<file path="config.mk">
export PLATFORM = sky130hd
export DESIGN_NAME = crc32_stream_engine
export DESIGN_NICKNAME = d
export VERILOG_FILES = /design/src/rtl/crc32_stream_engine.sv
export SDC_FILE = /design/constraint.sdc
export NUM_CORES = 1
export LEC_CHECK = 0
export ABC_AREA = 1
export CAP_MARGIN = 0
export CORE_MARGIN = 1
export CORE_UTILIZATION = 40
export CTS_CLUSTER_SIZE = 20
export DETAILED_ROUTE_END_ITERATION = 10
export GPL_ROUTABILITY_DRIVEN = 0
export PLACE_DENSITY = 0.59
export SYNTH_ARGS = -nofsm -noshare
export SYNTH_HDL_FRONTEND = slang
export SYNTH_SLANG_ARGS = --single-unit
</file>
<file path="constraint.sdc">
create_clock -name clk -period 6.26 [get_ports clk]
set_input_delay 1.252 -clock clk [delete_from_list [all_inputs] [get_ports clk]]
set_output_delay 1.252 -clock clk [all_outputs]
set_load 0.02 [all_outputs]
</file>
<file path="src/rtl/crc32_stream_engine.sv">
// crc32_stream_engine: streaming IEEE 802.3 CRC32 generator/checker.
// One beat of DATA_W bits is folded per accepted cycle; the eop beat folds
// only its first in_bytes bytes. The result is registered, and it is held
// until the consumer takes it.
//
// state  | meaning
// IDLE   | waiting for a sop beat; non-sop beats are dropped
// IN_PKT | packet open, the running CRC is in crc_q
module crc32_stream_engine #(
    parameter int          DATA_W = 32,
    parameter logic [31:0] INIT   = 32'hFFFFFFFF
) (
    input  logic                          clk,
    input  logic                          reset_n,
    input  logic                          in_valid,
    output logic                          in_ready,
    input  logic                          in_sop,
    input  logic                          in_eop,
    input  logic [DATA_W-1:0]             in_data,
    input  logic [$clog2(DATA_W/8):0]     in_bytes,
    input  logic                          mode,
    output logic                          out_valid,
    input  logic                          out_ready,
    output logic [31:0]                   out_crc,
    output logic                          out_ok,
    output logic                          proto_err
);

    localparam int          BYTES   = DATA_W / 8;
    localparam int          CW      = $clog2(BYTES) + 1;
    localparam logic [CW-1:0] BYTES_C = CW'(BYTES);
    localparam logic [31:0] POLY    = 32'hEDB88320;
    localparam logic [31:0] RESIDUE = 32'hDEBB20E3;

    typedef enum logic {
        IDLE   = 1'b0,
        IN_PKT = 1'b1
    } state_t;

    state_t      state_q, state_d;
    logic [31:0] crc_q, crc_d;
    logic        mode_q, mode_d;
    logic        out_valid_q, out_valid_d;
    logic [31:0] out_crc_q, out_crc_d;
    logic        out_ok_q, out_ok_d;
    logic        proto_err_q, proto_err_d;

    logic          accept;
    logic          bytes_bad;
    logic [CW-1:0] fold_bytes;
    logic [31:0]   fold_base;
    logic [31:0]   fold_crc;
    logic          pkt_mode;

    // Reflected CRC32, byte 0 first, each byte LSB first; bytes at or above
    // nbytes are left out of the fold.
    function automatic logic [31:0] crc_fold(input logic [31:0]     crc_in,
                                             input logic [DATA_W-1:0] data,
                                             input logic [CW-1:0]     nbytes);
        logic [31:0] c;
        logic        fb;
        c = crc_in;
        for (int k = 0; k < BYTES; k++) begin
            if (CW'(k) < nbytes) begin
                for (int b = 0; b < 8; b++) begin
                    fb = c[0] ^ data[8*k+b];
                    c  = {1'b0, c[31:1]} ^ (fb ? POLY : 32'h0);
                end
            end
        end
        return c;
    endfunction

    assign in_ready  = !(out_valid_q && !out_ready);
    assign accept    = in_valid && in_ready;
    assign bytes_bad = in_eop && ((in_bytes == '0) || (in_bytes > BYTES_C));

    assign out_valid = out_valid_q;
    assign out_crc   = out_crc_q;
    assign out_ok    = out_ok_q;
    assign proto_err = proto_err_q;

    // Fold of the current beat: a sop beat always restarts from INIT.
    always_comb begin
        fold_base  = in_sop ? INIT : crc_q;
        fold_bytes = (in_eop && !bytes_bad) ? in_bytes : BYTES_C;
        fold_crc   = crc_fold(fold_base, in_data, fold_bytes);
        pkt_mode   = in_sop ? mode : mode_q;
    end

    // Next-state, running CRC and result register updates.
    always_comb begin
        state_d     = state_q;
        crc_d       = crc_q;
        mode_d      = mode_q;
        out_valid_d = out_valid_q;
        out_crc_d   = out_crc_q;
        out_ok_d    = out_ok_q;
        proto_err_d = 1'b0;

        if (out_valid_q && out_ready) begin
            out_valid_d = 1'b0;
        end

        if (accept) begin
            if (!in_sop && (state_q == IDLE)) begin
                proto_err_d = 1'b1;
            end else begin
                proto_err_d = bytes_bad || (in_sop && (state_q == IN_PKT));
                mode_d      = pkt_mode;
                if (in_eop) begin
                    state_d     = IDLE;
                    crc_d       = INIT;
                    out_valid_d = 1'b1;
                    out_crc_d   = ~fold_crc;
                    out_ok_d    = pkt_mode && (fold_crc == RESIDUE);
                end else begin
                    state_d = IN_PKT;
                    crc_d   = fold_crc;
                end
            end
        end
    end

    // State and result registers with synchronous active-low reset.
    always_ff @(posedge clk) begin
        if (!reset_n) begin
            state_q     <= IDLE;
            crc_q       <= INIT;
            mode_q      <= 1'b0;
            out_valid_q <= 1'b0;
            out_crc_q   <= 32'h0;
            out_ok_q    <= 1'b0;
            proto_err_q <= 1'b0;
        end else begin
            state_q     <= state_d;
            crc_q       <= crc_d;
            mode_q      <= mode_d;
            out_valid_q <= out_valid_d;
            out_crc_q   <= out_crc_d;
            out_ok_q    <= out_ok_d;
            proto_err_q <= proto_err_d;
        end
    end

endmodule

</file>
======== After elaboration in Yosys (flattened, before gate mapping) ========
Cells that the tools add are included.
storage, ports and cells
  input port bits ......................... 42
  flip-flop bits (word level) ............. 69
cells by class
  bitwise gates (word level) .............. 67
  multiplexer cells ....................... 46
  reductions and logical operators ........ 18
  magnitude comparators ................... 5
  equal/unequal tests ..................... 1
operators by type and width
  operator                                                    number
  two-way mux 32 bit                                          38
  bitwise XOR 31 x 32 -> 32 bit                               32
  == test 32 bit (second input constant)                      1
  NOT 32 bit                                                  1
  bitwise XOR 1 bit                                           32
  logical AND 1 bit                                           8
  two-way mux 1 bit                                           7
  less-than comparator 1 x 3 -> 1 bit (first input constant)  2
  less-than comparator 2 x 3 -> 1 bit (first input constant)  2
  logical NOT 1 bit                                           4
  AND reduction 2 bit                                         2
  > comparator 3 bit (second input constant)                  1
  logical NOT 3 bit                                           1
  two-way mux 3 bit                                           1
  AND reduction 3 bit                                         1
  logical OR 1 bit                                            2
  NOT 1 bit                                                   2

======== Longest topological paths before layout ========
  depth in word-level cells ............... 103
  depth in mapped cells ................... 41
  gate-level depth less buffers ........... 39

======== Worst setup path before layout ========
No wires, ideal clock.
  kind .................................... input port to flip-flop
  start ................................... input port in_sop
  end ..................................... register out_ok_q (netlist: out_ok)
  path slack .............................. 1.891 ns
  data arrival time ....................... 4.303 ns
  path buffers ............................ 4
  stages on the path ...................... 37
  setup time .............................. 0.067 ns
  cells stage by stage .................... buf_6 -> buf_12 -> buf_6 -> nor2_2 -> inv_2 -> nand3_2 -> nand2_1 -> nand2_1 -> nand2_1 -> nand2_2 -> nand2_1 -> nand2_1 -> nand2_2 -> buf_4 -> nand3_1 -> nand3_2 -> nand3_2 -> nand2_2 -> nand2_2 -> nand3_2 -> nand2_2 -> nand2_1 -> nand2_1 -> nand2_2 -> nand2_4 -> inv_2 -> nand2_2 -> nand2_1 -> nand2_1 -> nand2_1 -> nand2_1 -> nand2_1 -> a21oi_2 -> nand3_1 -> nor2_1 -> nand3_1 -> a21oi_2
between the ends
  word-level cells in the longest chain between the ends .. 51
  elaborated cells between the ends (all ways) .. 108
  those cells by class .................... eq/ne (1); mux (38); bitwise (65); reduce/logical (4)
ends and longest elaborated chain
  what                                                                 RTL line  RTL
  start: declaration                                                   17        input logic in_sop,
  two-way mux 32 bit                                                   85        fold_base = in_sop ? INIT : crc_q;
  bitwise XOR 1 bit or bitwise XOR 31 x 32 -> 32 bit (tied branches)   66, 67
  two-way mux 32 bit or bitwise XOR 1 bit (tied branches)              67, 66
  bitwise XOR 31 x 32 -> 32 bit or two-way mux 32 bit (tied branches)  67        c = {1'b0, c[31:1]} ^ (fb ? POLY : 32'h0);
  bitwise XOR 31 x 32 -> 32 bit (5 in series)                          67
  bitwise XOR 1 bit or bitwise XOR 31 x 32 -> 32 bit (tied branches)   66, 67
  two-way mux 32 bit or bitwise XOR 1 bit (tied branches)              67, 66
  bitwise XOR 31 x 32 -> 32 bit or two-way mux 32 bit (tied branches)  67
  [... 27 more ...]                                                    -
  bitwise XOR 31 x 32 -> 32 bit (5 in series)                          67
  bitwise XOR 1 bit or bitwise XOR 31 x 32 -> 32 bit (tied branches)   66, 67
  two-way mux 32 bit or bitwise XOR 1 bit (tied branches)              67, 66
  bitwise XOR 31 x 32 -> 32 bit or two-way mux 32 bit (tied branches)  67
  bitwise XOR 31 x 32 -> 32 bit                                        67
  two-way mux 32 bit                                                   64        if (CW'(k) < nbytes) begin
  == test 32 bit                                                       116       out_ok_d = pkt_mode && (fold_crc == RESIDUE);
  logical AND 1 bit                                                    116
  end signal: assignment                                               141       out_ok_q <= out_ok_d;
  end: declaration                                                     45        logic out_ok_q, out_ok_d;
Several ways; a longest one is shown, not always the timed one.
A chain may end at the register's enable or synchronous reset.

======== Worst setup path after layout ========
  start ................................... input port in_data[0]
  end ..................................... register out_ok_q (netlist: out_ok)
between the ends
  word-level cells in the longest chain between the ends .. 50
  elaborated cells between the ends (all ways) .. 82
  those cells by class .................... eq/ne (1); mux (26); bitwise (54); reduce/logical (1)
ends and longest elaborated chain
  what                                           RTL line  RTL
  start: declaration                             19        input logic [DATA_W-1:0] in_data,
  bitwise XOR 1 bit *                            66        fb = c[0] ^ data[8*k+b];
  two-way mux 32 bit *                           67
  bitwise XOR 31 x 32 -> 32 bit * (6 in series)  67
  bitwise XOR 1 bit                              66
  two-way mux 32 bit                             67
  bitwise XOR 31 x 32 -> 32 bit * (2 in series)  67
  two-way mux 32 bit *                           64
  bitwise XOR 31 x 32 -> 32 bit (4 in series)    67
  [... 19 more ...]                              -
  two-way mux 32 bit                             67
  bitwise XOR 31 x 32 -> 32 bit (6 in series)    67
  bitwise XOR 1 bit                              66
  two-way mux 32 bit                             67
  bitwise XOR 31 x 32 -> 32 bit (2 in series)    67
  two-way mux 32 bit *                           64
  == test 32 bit *                               116
  logical AND 1 bit *                            116
Every way passes the cells marked *; elsewhere a longest branch is shown, timed or not.

==> results.sh <==
export IMPL_fill_cells=2609
export IMPL_die_x_um=158
export IMPL_fin_skew_ns=0.00728
export IMPL_final_seq_area_mm2=0.00138
export IMPL_drt_total_wl_mm=39.7
export IMPL_busiest_layer="met2"
export IMPL_worstMarginPinSlew_ns=1.08
export IMPL_crit_path_frequent_cell="nand2_2"
export IMPL_first_pass_iters=8
export IMPL_fin_util_pct=47.1
export IMPL_grtUsageMet1_pct=44.1
export IMPL_syn_to_final_growth_pct=14.6
export IMPL_antenna_found_initial=0
export IMPL_num_nets_final=1948
export IMPL_tns_ns=0
export IMPL_syn_area_mm2=0.00971
export IMPL_cts_buffers=9
export IMPL_detail_route_wl_per_cell_um=17.8
export IMPL_dp_hpwl_mm=32.5
export IMPL_start_util_pct=41.1
export IMPL_finalCriticalPeriod_ns=5.75
export IMPL_rsz0062_at_grt="no"
export IMPL_dieArea_mm2=0.0249
export IMPL_reg2reg_from="crc_q[0]"
export IMPL_clk_latency_ns=0.33
export IMPL_antenna_cells=0
export IMPL_clk_path_buf_depth=2
export IMPL_cts_root_buf="clkbuf_16"
export IMPL_antenna_left=0
export IMPL_drc=0
export IMPL_finalHoldViolCount=0
export IMPL_ios=78
export IMPL_worst_path_buf_inv=4
export IMPL_synthMuxAreaShare_pct=0
export IMPL_max_slew_margin_pct=27.8
export IMPL_synth_seq_area_share_pct=14.2
export IMPL_vias=12100
export IMPL_status="completed"
export IMPL_portBuffers=77
export IMPL_path_class="input pin to register"
export IMPL_fin_area_mm2=0.0111
export IMPL_placed_cell_area_mm2=0.0108
export IMPL_syn_num_nets=1893
export IMPL_drv_cap=0
export IMPL_endpoint_kind="register"
export IMPL_vdd_ir_drop_worst_mv=0.233
export IMPL_htreeDepth=3
export IMPL_die_y_um=158
export IMPL_hold_start="mode_q"
export IMPL_cp_start_kind="input pin"
export IMPL_ys_ff_latch=69
export IMPL_min_delay_path_class="register to register"
export IMPL_crit_required_ns=6.52
export IMPL_multiInputGateArea_mm2=0.00741
export IMPL_crit_arrival_ns=6.00
export IMPL_stdcell_count=2230
export IMPL_maxSlewViolCount=0
export IMPL_netlist_instances=1851
export IMPL_yosysUniqueCellTypes=35
export IMPL_syn_mean_instance_area_um2=5.24
export IMPL_synthXorXnorAreaFrac_pct=3.43
export IMPL_holdWs_ns=0.461
export IMPL_cp_top_family="simple AND/OR/NAND/NOR gates"
export IMPL_cts_tree="done"
export IMPL_max_freq_ghz=0.174
export IMPL_grt_overflow=0
export IMPL_first_global_vias=10700
export IMPL_synth_simple_gate_area_share_pct=65.3
export IMPL_grt_pass1_wl_mm=60.8
export IMPL_slowest_delay_ns=0.47
export IMPL_worst_path_max_delay_cell="clkdlybuf4s50_1"
export IMPL_synth_top_family_by_area="simple AND/OR/NAND/NOR gates"
export IMPL_drt_initial_drc_count=1313
export IMPL_drive_gt1_share_pct=12.1
export IMPL_yosysWarnings=0
export IMPL_synth_fa_ha_area_share_pct=0
export IMPL_use_met3_pct=3.97
export IMPL_cts_setup_buffers=0
export IMPL_grt_util_met2_pct=50.5
export IMPL_dp_cells=2214
export IMPL_grt_max_degree=64
export IMPL_cts_sinks=69
export IMPL_rows=56
export IMPL_clk_pin_slew_ns=0.06
export IMPL_min_period_over_period_pct=91.8
export IMPL_path_max_fanout=11
export IMPL_grt_use_total_pct=32.2
export IMPL_finalSetupViolations=0
export IMPL_p_leak_nw=6.04
export IMPL_cp_startpoint="in_data[0]"
export IMPL_p_per_area_mw_per_mm2=478
export IMPL_synth_compound_area_share_pct=7.41
export IMPL_vias_per_cell=5.41
export IMPL_coreArea_mm2=0.0236
## flip-flops by register name, summed over array words and instances, names as in the netlist
register,flops
crc_q,32
mode_q,1
out_crc,32
out_ok,1
out_valid,1
proto_err,1
state_q,1
## worst reg2reg max path, delay by kind of cell (launching register included)
family                 cells  cell delay [ns]
flip-flops                 1             0.32
AO/OA/AOI/OAI              3             0.58
buffers and inverters      3             0.38
AND/OR/NAND/NOR           29             3.38
## area by class of cell
class / instances / share of cell area [%]
Multi-Input combinational cell: 1552 / 66.7
Sequential cell: 69 / 12.4
Timing Repair Buffer: 95 / 8.05
Inverter: 179 / 6.06
Tap cell: 319 / 3.59
Clock buffer: 11 / 2.27
Clock inverter: 5 / 0.956
## power by group
group	switching (mW)	internal, mW	total, mW
clock network	0.188	0.411	0.599
logic	2.98	1.20	4.18
registers	0.0434	0.489	0.532
total	3.21	2.10	5.31
## stage by stage
stage / setup slack [ns] / power (mW)
final: 0.512 / 5.31
after global routing: 0.0428 / 5.74
after CTS: 0.492 / 5.21
after detailed placement: 0.172 / 4.60
after global placement: 0.260 / 4.57
after floorplan: 1.89 / 3.36
## worst paths after layout
kind | slack, ns | cells past startpoint | to
max reg2reg | 1.52 | 35 | out_ok
min | 0.46 | 2 | mode_q
min reg2reg | 0.46 | 2 | mode_q
max | 0.51 | 36 | out_ok
## repair_timing
action / in CTS / in global routing
hold buffers: 0 / 0
gates resized for setup: 0 / 1
endpoints found under the setup margin: 0 / 1
## placed cells by master, fill, tap and decap left out, types with 2 or more instances in the layout
master | synthesis | final
bufinv_16 | 0 | 3
a21oi_1 | 18 | 17
xnor2_1 | 10 | 10
inv_1 | 158 | 158
dfxtp_1 | 69 | 69
nand2_4 | 20 | 20
clkbuf_16 | 0 | 9
inv_2 | 20 | 20
xor2_1 | 28 | 28
nand3_1 | 307 | 307
o21ai_0 | 35 | 35
nor2_1 | 73 | 70
nand3_2 | 31 | 31
o21ai_1 | 8 | 8
nor2_4 | 7 | 8
clkdlybuf4s50_1 | 0 | 75
o22ai_1 | 29 | 29
o21ai_2 | 2 | 2
buf_4 | 1 | 18
nand2_2 | 92 | 93
or2_2 | 5 | 5
nand4_1 | 11 | 11
buf_2 | 9 | 2
a21oi_2 | 4 | 5
nand3b_1 | 8 | 8
nor2_2 | 8 | 10
nand2_1 | 829 | 828
clkbuf_8 | 0 | 2
o211ai_1 | 21 | 21
## cells by family after synthesis
group	after synthesis
AO/OA/AOI/OAI	120
AND/OR/NAND/NOR	1394
flip-flops	69
buffers and inverters	230
XOR/XNOR	38
## Yosys cell counts
library cell	number	area, um2
xor2_1	28	245
inv_4	1	6.26
o21ai_2	2	17.5
o21ai_0	35	175
a21oi_1	18	90.1
inv_1	158	593
xnor2_1	10	87.6
nand3b_1	8	60.1
nor2_4	7	78.8
nand3_2	31	310
buf_12	1	20.0
inv_2	20	75.1
nand2_1	829	3110
nand2_2	92	576
buf_1	5	18.8
o22ai_1	29	181
clkbuf_1	30	113
a21boi_0	1	7.51
a21boi_1	1	7.51
or2_2	5	31.3
buf_4	1	7.51
nor2_2	8	50.1
or2_1	1	6.26
o21bai_1	1	7.51
nand2_4	20	225
o211ai_1	21	158
o21ai_1	8	40.0
nand4_1	11	68.8
nand3_1	307	1540
a21oi_2	4	35.0
nor2_1	73	274
nor3_1	2	10.0
buf_2	9	45.0
buf_6	5	56.3
dfxtp_1	69	1380
## routing by layer
metal | routed length (um) | part of all wire [%]
met2 | 17400 | 44
met1 | 17000 | 43
met3 | 3570 | 9.0
met4 | 1770 | 4.5
met5 | 0 | 0
No activity file was read; power rests on OpenSTA's default activity.
